===== config.mk =====
export PLATFORM = sky130hd
export DESIGN_NAME = hough_vote_accumulator
export DESIGN_NICKNAME = d
export VERILOG_FILES = /design/src/rtl/hough_vote_accumulator.sv
export SDC_FILE = /design/constraint.sdc
export NUM_CORES = 1
export LEC_CHECK = 0
export ABC_AREA = 1
export BUFFER_PORTS_ARGS = -buffer_cell sky130_fd_sc_hd__clkbuf_2
export CAP_MARGIN = 20
export CORE_MARGIN = 8
export CORE_UTILIZATION = 35
export CTS_CLUSTER_DIAMETER = 50
export DETAILED_ROUTE_END_ITERATION = 7
export GPL_ROUTABILITY_DRIVEN = 0
export HOLD_SLACK_MARGIN = 0.15
export RECOVER_POWER = 100
export SKIP_LAST_GASP = 1
export SLEW_MARGIN = 10
export SYNTH_ARGS = -nofsm -noshare
export SYNTH_HDL_FRONTEND = slang
export SYNTH_SLANG_ARGS = --single-unit

===== constraint.sdc =====
create_clock -name clk -period 3.23 [get_ports clk]
set_clock_uncertainty 0.2 [all_clocks]
set_input_delay 0.646 -clock clk [delete_from_list [all_inputs] [get_ports clk]]
set_output_delay 0.646 -clock clk [all_outputs]
set_load 0.005 [all_outputs]

===== src/rtl/hough_vote_accumulator.sv =====
// Hough vote accumulator: clears the external accumulator BRAM and applies one
// saturating read-modify-write increment per (r, angle) pair of a vote burst.
module hough_vote_accumulator #(
    parameter int COUNT_WIDTH = 16,
    parameter int N_VOTES     = 45,
    parameter int R_MAX       = 800
) (
    input  logic                   clk,
    input  logic                   reset,
    input  logic                   clear,
    input  logic                   start_transmit,
    input  logic [12:0]            transmit_r,
    input  logic [7:0]             transmit_angle,
    output logic [14:0]            mem_addr,
    output logic                   mem_we,
    output logic [COUNT_WIDTH-1:0] mem_wdata,
    input  logic [COUNT_WIDTH-1:0] mem_rdata,
    output logic                   busy,
    output logic                   done,
    output logic                   drop_err,
    output logic [1:0]             dbg_state
);

    localparam logic [6:0]         LAST_CNT = 7'(2 * N_VOTES);
    localparam logic [7:0]         ANG_MAX  = 8'(4 * (N_VOTES - 1));
    localparam logic signed [13:0] RMAX     = 14'(R_MAX);
    localparam logic [14:0]        CLR_LAST = '1;
    localparam logic [COUNT_WIDTH-1:0] ONE  = {{(COUNT_WIDTH-1){1'b0}}, 1'b1};

    typedef enum logic [1:0] {
        ST_IDLE  = 2'd0,
        ST_CLEAR = 2'd1,
        ST_RECV  = 2'd2
    } state_t;

    state_t      r_state, w_next;
    logic [6:0]  r_cnt;
    logic [14:0] r_clr_addr;
    logic [12:0] r_r;
    logic [7:0]  r_ang;
    logic        r_valid, r_done, r_drop;

    logic               w_done_next, w_sample, w_write, w_in_valid;
    logic signed [13:0] w_in_r, w_sum;
    logic [8:0]         w_ridx;

    // Handshake: the sender holds each pair for two cycles after start_transmit;
    // r_cnt even = sample slot (plus write of the previous pair), r_cnt odd = read slot.
    assign w_in_r     = $signed({transmit_r[12], transmit_r});
    assign w_in_valid = (transmit_angle <= ANG_MAX) && (transmit_angle[1:0] == 2'b00)
                        && (w_in_r >= -RMAX) && (w_in_r <= RMAX);
    assign w_sum      = $signed({r_r[12], r_r}) + RMAX;
    assign w_ridx     = w_sum[10:2];
    assign w_sample   = (r_state == ST_RECV) && !r_cnt[0] && (r_cnt != LAST_CNT);
    assign w_write    = (r_state == ST_RECV) && !r_cnt[0] && (r_cnt != 7'd0) && r_valid;

    always_comb begin
        w_next      = r_state;
        w_done_next = 1'b0;
        mem_addr    = '0;
        mem_we      = 1'b0;
        mem_wdata   = '0;
        case (r_state)
            ST_IDLE: begin
                if (start_transmit) w_next = ST_RECV;
            end
            ST_CLEAR: begin
                mem_addr = r_clr_addr;
                mem_we   = 1'b1;
                if (r_clr_addr == CLR_LAST) begin
                    w_next      = ST_IDLE;
                    w_done_next = 1'b1;
                end
            end
            ST_RECV: begin
                mem_addr = {r_ang[7:2], w_ridx};
                if (w_write) begin
                    mem_we    = 1'b1;
                    mem_wdata = (&mem_rdata) ? mem_rdata : mem_rdata + ONE;
                end
                if (r_cnt == LAST_CNT) begin
                    w_next      = ST_IDLE;
                    w_done_next = 1'b1;
                end
            end
            default: w_next = ST_IDLE;
        endcase
        // A clear aborts whatever is running and suppresses its done.
        if (clear) begin
            w_next      = ST_CLEAR;
            w_done_next = 1'b0;
        end
    end

    always_ff @(posedge clk) begin
        if (reset) begin
            r_state    <= ST_IDLE;
            r_cnt      <= '0;
            r_clr_addr <= '0;
            r_r        <= '0;
            r_ang      <= '0;
            r_valid    <= 1'b0;
            r_done     <= 1'b0;
            r_drop     <= 1'b0;
        end else begin
            r_state    <= w_next;
            r_done     <= w_done_next;
            r_cnt      <= (r_state == ST_RECV && w_next == ST_RECV) ? r_cnt + 7'd1 : 7'd0;
            r_clr_addr <= (r_state == ST_CLEAR && !clear) ? r_clr_addr + 15'd1 : 15'd0;
            if (w_sample && !clear) begin
                r_r     <= transmit_r;
                r_ang   <= transmit_angle;
                r_valid <= w_in_valid;
            end
            if (clear && r_state == ST_IDLE)
                r_drop <= 1'b0;
            else if ((start_transmit && r_state != ST_IDLE) || (w_sample && !clear && !w_in_valid))
                r_drop <= 1'b1;
        end
    end

    assign busy      = (r_state != ST_IDLE);
    assign done      = r_done;
    assign drop_err  = r_drop;
    assign dbg_state = r_state;

endmodule


==> metrics.csv, run 1 <==
metric,value,unit
Synth area leaders,"dfxtp_1 30%, nand2_1 12%, nor2_1 8.9%",
Synth Area in XOR/XNOR,0.0407,
Num CTS Buffers,5,
nets,561,
sequential fraction of the synthesis area,0.300,
Layout Utilization,0.428,
pin count of the biggest net entering global routing,20,
layout cell share with drive strength beyond 1,0.173,
Yosys cell types,36,
period utilisation layout,0.885,
Power Density,304,nW/µm²
worst-path fanout max,9,
Simple-Gate Fraction of Synth Area,0.380,
final setup TNS,0,ps
H-tree levels,2,
final hold vios,0,
Synth Area in Adders,0.0447,
Worst-Skew Late Latency,290,ps
CTS root buf,clkbuf_8,
Sink Count,42,
post-cts gate resize count,0,
pre-CTS setup slack,489,ps
Crit. Startpoint,mem_rdata[1],
"top cells by count, synth","86 x nand2_1, 66 x nor2_1, 49 x inv_1",
Worst Slack Setup Final,373,ps
Max Clk Rate,0.350,GHz
register area,841,µm²
Synth Net Count,483,
WS Path Type,in2out,
"Reg clk slew, reported paths",80,ps
WP data arrival,2010,ps
Synth Flop Type,dfxtp_1,
main combinational cell family by area after synthesis,simple AND/OR/NAND/NOR gates,
#FFs+latches synth,42,
Hold Startpoint,r_clr_addr[0]$_SDFF_PP0_,
"Slowest-stage cell, CP",ha_1,
Avg Vias per Cell,4.79,
Avg Inst Size Synth,6.48,µm²
via count,2934,
largest area contributor in the netlist,dfxtp_1,
crit path cell chain,clkbuf_2 -> ha_1 -> nand3_1 -> clkinvlp_2 -> nand3_4 -> nor2_8 -> inv_4 -> a31oi_1 -> clkbuf_2,
first-pass GRT wire length,13300,µm
Leak,1.44,nW
Worst Setup Start Kind,input port,
Area growth syn-to-layout,18.3,%
Diodes inserted,0,
asr flop ratio synth,0,
Die Wd,105,µm
vias in the first global route,2836,
status,"complete, no violations",
# rows,32,
Setup Viol. Count Final,0,
top-area cell type share of the netlist area,0.300,
worst-margin pin slew,559,ps
critical path endpoint category,output port,
DRT iter0 DRCs,95,
post-CTS setup buffers,0,
number of flops mapped to enable cells by yosys,0,
Cells after Synth,432,
initial antenna violation count,0,
CP dominant cell by count,clkbuf_2,
grt ovf,0,
Synth Area in Compound Gates,0.139,
DPL Wire Length,6260,µm
DRT Pass-1 Iters,4,
io pins,78,
R2R Path Start,r_cnt[0]$_SDFF_PP0_,
Routed Antenna Nets,0,
Yosys warnings,0,
Max-slew headroom,0.627,
RSZ-0062 raised after global routing,false,
multiplexer share of the synthesized area,0,
input/output buffers,77,
Bufs on Longest Clock Path,2,
"Cell Area, Synth",2800,µm²
footprint of the multi-input gates,1670,µm²
Fillers,848,
Hold Path Class,reg2reg,
DR DRC count,0,
most numerous cell in the Yosys netlist,nand2_1,
Hold WS,270,ps
Max Cap Viol,0,
Die Y,105,µm
Post-CTS Hold Buffers,0,
Worst path max stage delay,240,ps
total track usage,0.140,
VDD IR-drop max,161,µV
Initial Util,0.362,
core area,7730,µm²
min Tclk post-route,2860,ps
Slew Limit Fails,0,
Worst EP required,2380,ps
die area,11100,µm²
Routed WL,7740,µm
CTS tree,yes,
DR WL/cell,12.6,µm
## layout by cell type (no fill, tap or decap), types with 2 or more instances in the layout
cell type	count
a21oi_1	40
a31oi_1	3
clkbuf_1	23
clkbuf_2	55
clkbuf_8	5
clkinv_1	2
dfxtp_1	42
ha_1	10
inv_1	51
inv_2	5
nand2_1	87
nand2_2	2
nand3_1	21
nand3_2	4
nand4_1	7
nor2_1	66
nor2_2	3
nor3_1	19
nor3_2	3
nor3b_1	2
o21ai_0	30
or2_2	3
xnor2_1	7
xor2_1	6
## area by class of cell
type                    count  share of cell area
clock buffers               6              0.0219
multi-input cells         323               0.504
clock inverters             1             0.00227
inverters                  60              0.0692
flip-flops and latches     42               0.254
repair buffers             78               0.110
well taps                 102              0.0385
## through the flow
| step | power [mW] | area (µm²) | std cells |
|---|---|---|---|
| 6_report | 1.00 | 3310 | 612 |
| 5_1_grt | 1.05 | 3310 | 612 |
| 4_1_cts | 1.02 | 3360 | 612 |
| 3_5_place_dp | 0.688 | 3280 | 605 |
| 3_3_place_gp | 0.686 | 3280 | 605 |
| 2_1_floorplan | 0.626 | 2800 | 432 |
## metal layers
metal	share of wire	track usage
met5	0	0
met4	0.013	0.0357
met1	0.48	0.180
met3	0.035	0.0268
met2	0.47	0.233
## path summary, 6_finish.rpt
check / end / slack (ps) / cells after the start
setup reg to reg: r_r[10]$_SDFFE_PP0P_ / 790 / 9
hold / removal: r_clr_addr[0]$_SDFF_PP0_ / 270 / 1
hold reg to reg: r_clr_addr[0]$_SDFF_PP0_ / 270 / 1
setup / recovery: mem_wdata[7] / 370 / 9
## worst max-delay path: cells and delay by family
kind / cells / cell delay (ps)
buf+inv: 4 / 520
simple gates: 3 / 440
fa+ha+maj: 1 / 240
compound gates: 1 / 150
## registers in the layout (all words and copies together) (netlist names)
register    cells
dbg_state       2
drop_err        1
r_clr_addr     15
done            1
r_valid         1
r_ang           6
r_r             9
r_cnt           7
## logic make-up after synthesis
| kind of cell | Yosys count |
|---|---|
| AO/OA/AOI/OAI | 76 |
| XOR/XNOR | 13 |
| adder cells (fa/ha/maj) | 10 |
| buffers and inverters | 67 |
| flip-flops | 42 |
| AND/OR/NAND/NOR | 224 |
## power breakdown
part	total (mW)	internal (mW)	switching [mW]
sequential	0.531	0.525	0.00580
clock	0.333	0.149	0.184
combinational	0.141	0.0512	0.0898
total	1.00	0.725	0.280
Power figures use the tool's default switching activity.
==> run 2, diff against run 1 <==
ABC_AREA = not set   (was 1)
CORE_UTILIZATION = 30   (was 35)
==> run 2 against run 1 <==
Final cell count is 17% lower. Die area is 11% higher. Via count fell by 10%. Sequential share of layout area increased by 0.93 points. Synthesized cell count fell by 25%. Cell area decreased by 3.5%. Total power fell by 1.2%. Combinational power about the same. Clock power is 5% lower. Routed wire length fell by 3.7%. Worst setup slack got worse by 180 ps. Largest cell class unchanged.
==> metrics.csv, run 2 <==
metric,value,unit
Area growth syn-to-layout,17.5,%
Worst EP required,2380,ps
Yosys warnings,0,
H-tree levels,2,
max FFs per register,15,
WS Path Type,reg2out,
Die Y,111,µm
registers with the most flip-flops,"r_clr_addr (15), r_r (9), r_cnt (7)",
largest area contributor in the netlist,dfxtp_1,
Synth Flop Type,dfxtp_1,
R2R depth,6,
sequential fraction of the synthesis area,0.309,
status,"complete, no violations",
"Cell Area, Synth",2720,µm²
asr flop ratio synth,0,
critical path endpoint category,output port,
top-area cell type share of the netlist area,0.309,
Max Clk Rate,0.330,GHz
nets,454,
Slew Limit Fails,0,
CTS tree,yes,
dpl cell area,3210,µm²
via count,2637,
most numerous cell in the Yosys netlist,nor2_1,
min Tclk post-route,3030,ps
total power,0.993,mW
pre-CTS setup slack,269,ps
Max Cap Viol,0,
Synth area leaders,"dfxtp_1 31%, mux2i_1 6.3%, nor2_1 6.2%",
DR WL/cell,14.6,µm
Num CTS Buffers,5,
Worst Slack Setup Final,198,ps
worst-margin pin slew,938,ps
Max-slew headroom,0.375,
"top cells by count, synth","45 x nor2_1, 42 x dfxtp_1, 19 x nand3_1, 19 x xnor2_1, 18 x nand2_1",
highest-count cells in the layout ignoring fill and taps,"49 x clkbuf_2, 45 x nor2_1, 42 x dfxtp_1",
total track usage,0.117,
R2R Path Start,r_clr_addr[0]$_SDFF_PP0_,
die area,12400,µm²
first-pass GRT wire length,12400,µm
DRT iter0 DRCs,207,
Worst Setup Start Kind,register,
layout cell share with drive strength beyond 1,0.166,
Initial Util,0.310,
input/output buffers,77,
Yosys cell types,50,
Routed Antenna Nets,0,
placed cell count,502,
io pins,78,
Power Density,311,nW/µm²
Hold Path Class,reg2reg,
Worst-Skew Late Latency,290,ps
"Reg clk slew, reported paths",70,ps
core area,8760,µm²
crit path to,mem_wdata[14],
DPL Wire Length,5890,µm
Routed WL,7450,µm
flop-to-flop setup slack,600,ps
Fillers,946,
VDD IR-drop max,172,µV
CTS root buf,clkbuf_8,
Gate power share,0.145,
Die Wd,111,µm
Synth Net Count,376,
initial antenna violation count,0,
Worst R2R End,r_cnt[2]$_SDFF_PP0_,
Pint,0.733,mW
number of flops mapped to enable cells by yosys,0,
Avg Vias per Cell,5.16,
Layout Utilization,0.365,
vias in the first global route,2627,
clock network fraction of design power,0.320,
Crit. Startpoint,r_cnt[0]$_SDFF_PP0_,
P_sw,0.259,mW
"commonest non-fill, non-tap cell in the layout",clkbuf_2,
Hold WS,274,ps
Setup Viol. Count Final,0,
DRT Pass-1 Iters,4,
Sink Count,42,
worst-path fanout max,7,
# rows,34,
Cells after Synth,325,
Bufs on Longest Clock Path,2,
post-cts gate resize count,0,
fin cells,511,
switching share of total power,0.261,
DR DRC count,0,
Avg Inst Size Synth,8.36,µm²
pin count of the biggest net entering global routing,22,
fin area,3190,µm²
final setup TNS,0,ps
final hold vios,0,
WP data arrival,2190,ps
grt ovf,0,
Diodes inserted,0,
period utilisation layout,0.939,
#FFs+latches synth,42,
sequential power share,0.534,
Top reg by flops,r_clr_addr,
RSZ-0062 raised after global routing,false,
Leak,1.30,nW
==> run 2: worst max-delay path: stages, from the launching register on <==
cell      delay (ps)
dfxtp_1          350
inv_1             90
ha_1             140
or4b_1           490
o311ai_4         430
clkbuf_2         220
a311oi_1          50
clkbuf_2         130
==> run 2: cell families (layout without fill, tap and decap cells) <==
kind of cell / count (synthesis) / in the layout / share of synthesized area
xor gates and xnor gates: 29 / 29 / 0.0935
buffers and inverters: 24 / 102 / 0.0419
DFF: 42 / 42 / 0.309
muxes: 17 / 17 / 0.0626
AOI/OAI and AO/OA: 52 / 52 / 0.145
adders and majority gates: 10 / 10 / 0.0460
and+or+nand+nor: 151 / 151 / 0.302
==> run 2: timing repair <==
action	4_1_cts	5_1_grt
endpoints found under the setup margin	0	7
buffers inserted	0	2
hold buffers	0	0
==> run 2: final cells by class <==
type                    instances  area (µm²)  share of cell area
clock buffers                   7        76.3              0.0239
repair buffers                 85         407               0.127
flip-flops and latches         42         841               0.263
inverters                      10        37.5              0.0118
multi-input cells             259        1700               0.532
well taps                     108         135              0.0423
==> run 2: worst min-delay path by stage <==
| stage | start | end | depth (start not counted) |
|---|---|---|---|
| floorplan | r_clr_addr[0]$_SDFF_PP0_ | r_clr_addr[0]$_SDFF_PP0_ | 1 |
| global placement | drop_err$_SDFFE_PP0P_ | drop_err$_SDFFE_PP0P_ | 1 |
| detailed placement | drop_err$_SDFFE_PP0P_ | drop_err$_SDFFE_PP0P_ | 1 |
| CTS | drop_err$_SDFFE_PP0P_ | drop_err$_SDFFE_PP0P_ | 1 |
| global route | drop_err$_SDFFE_PP0P_ | drop_err$_SDFFE_PP0P_ | 1 |
| finish | drop_err$_SDFFE_PP0P_ | drop_err$_SDFFE_PP0P_ | 1 |
==> run 2: layer usage <==
layer / part of all wire / global-route usage
met3: 0.090 / 0.0427
met4: 0.0082 / 0.0320
met5: 0 / 0
met2: 0.41 / 0.174
met1: 0.49 / 0.154
==> run 2: power by group through the flow <==
stage / clock network, mW / registers [mW] / logic (mW)
2_1_floorplan: 0 / 0.541 / 0.0882
3_3_place_gp: 0 / 0.543 / 0.148
3_5_place_dp: 0 / 0.543 / 0.150
4_1_cts: 0.333 / 0.531 / 0.151
5_1_grt: 0.348 / 0.532 / 0.162
6_report: 0.318 / 0.531 / 0.144
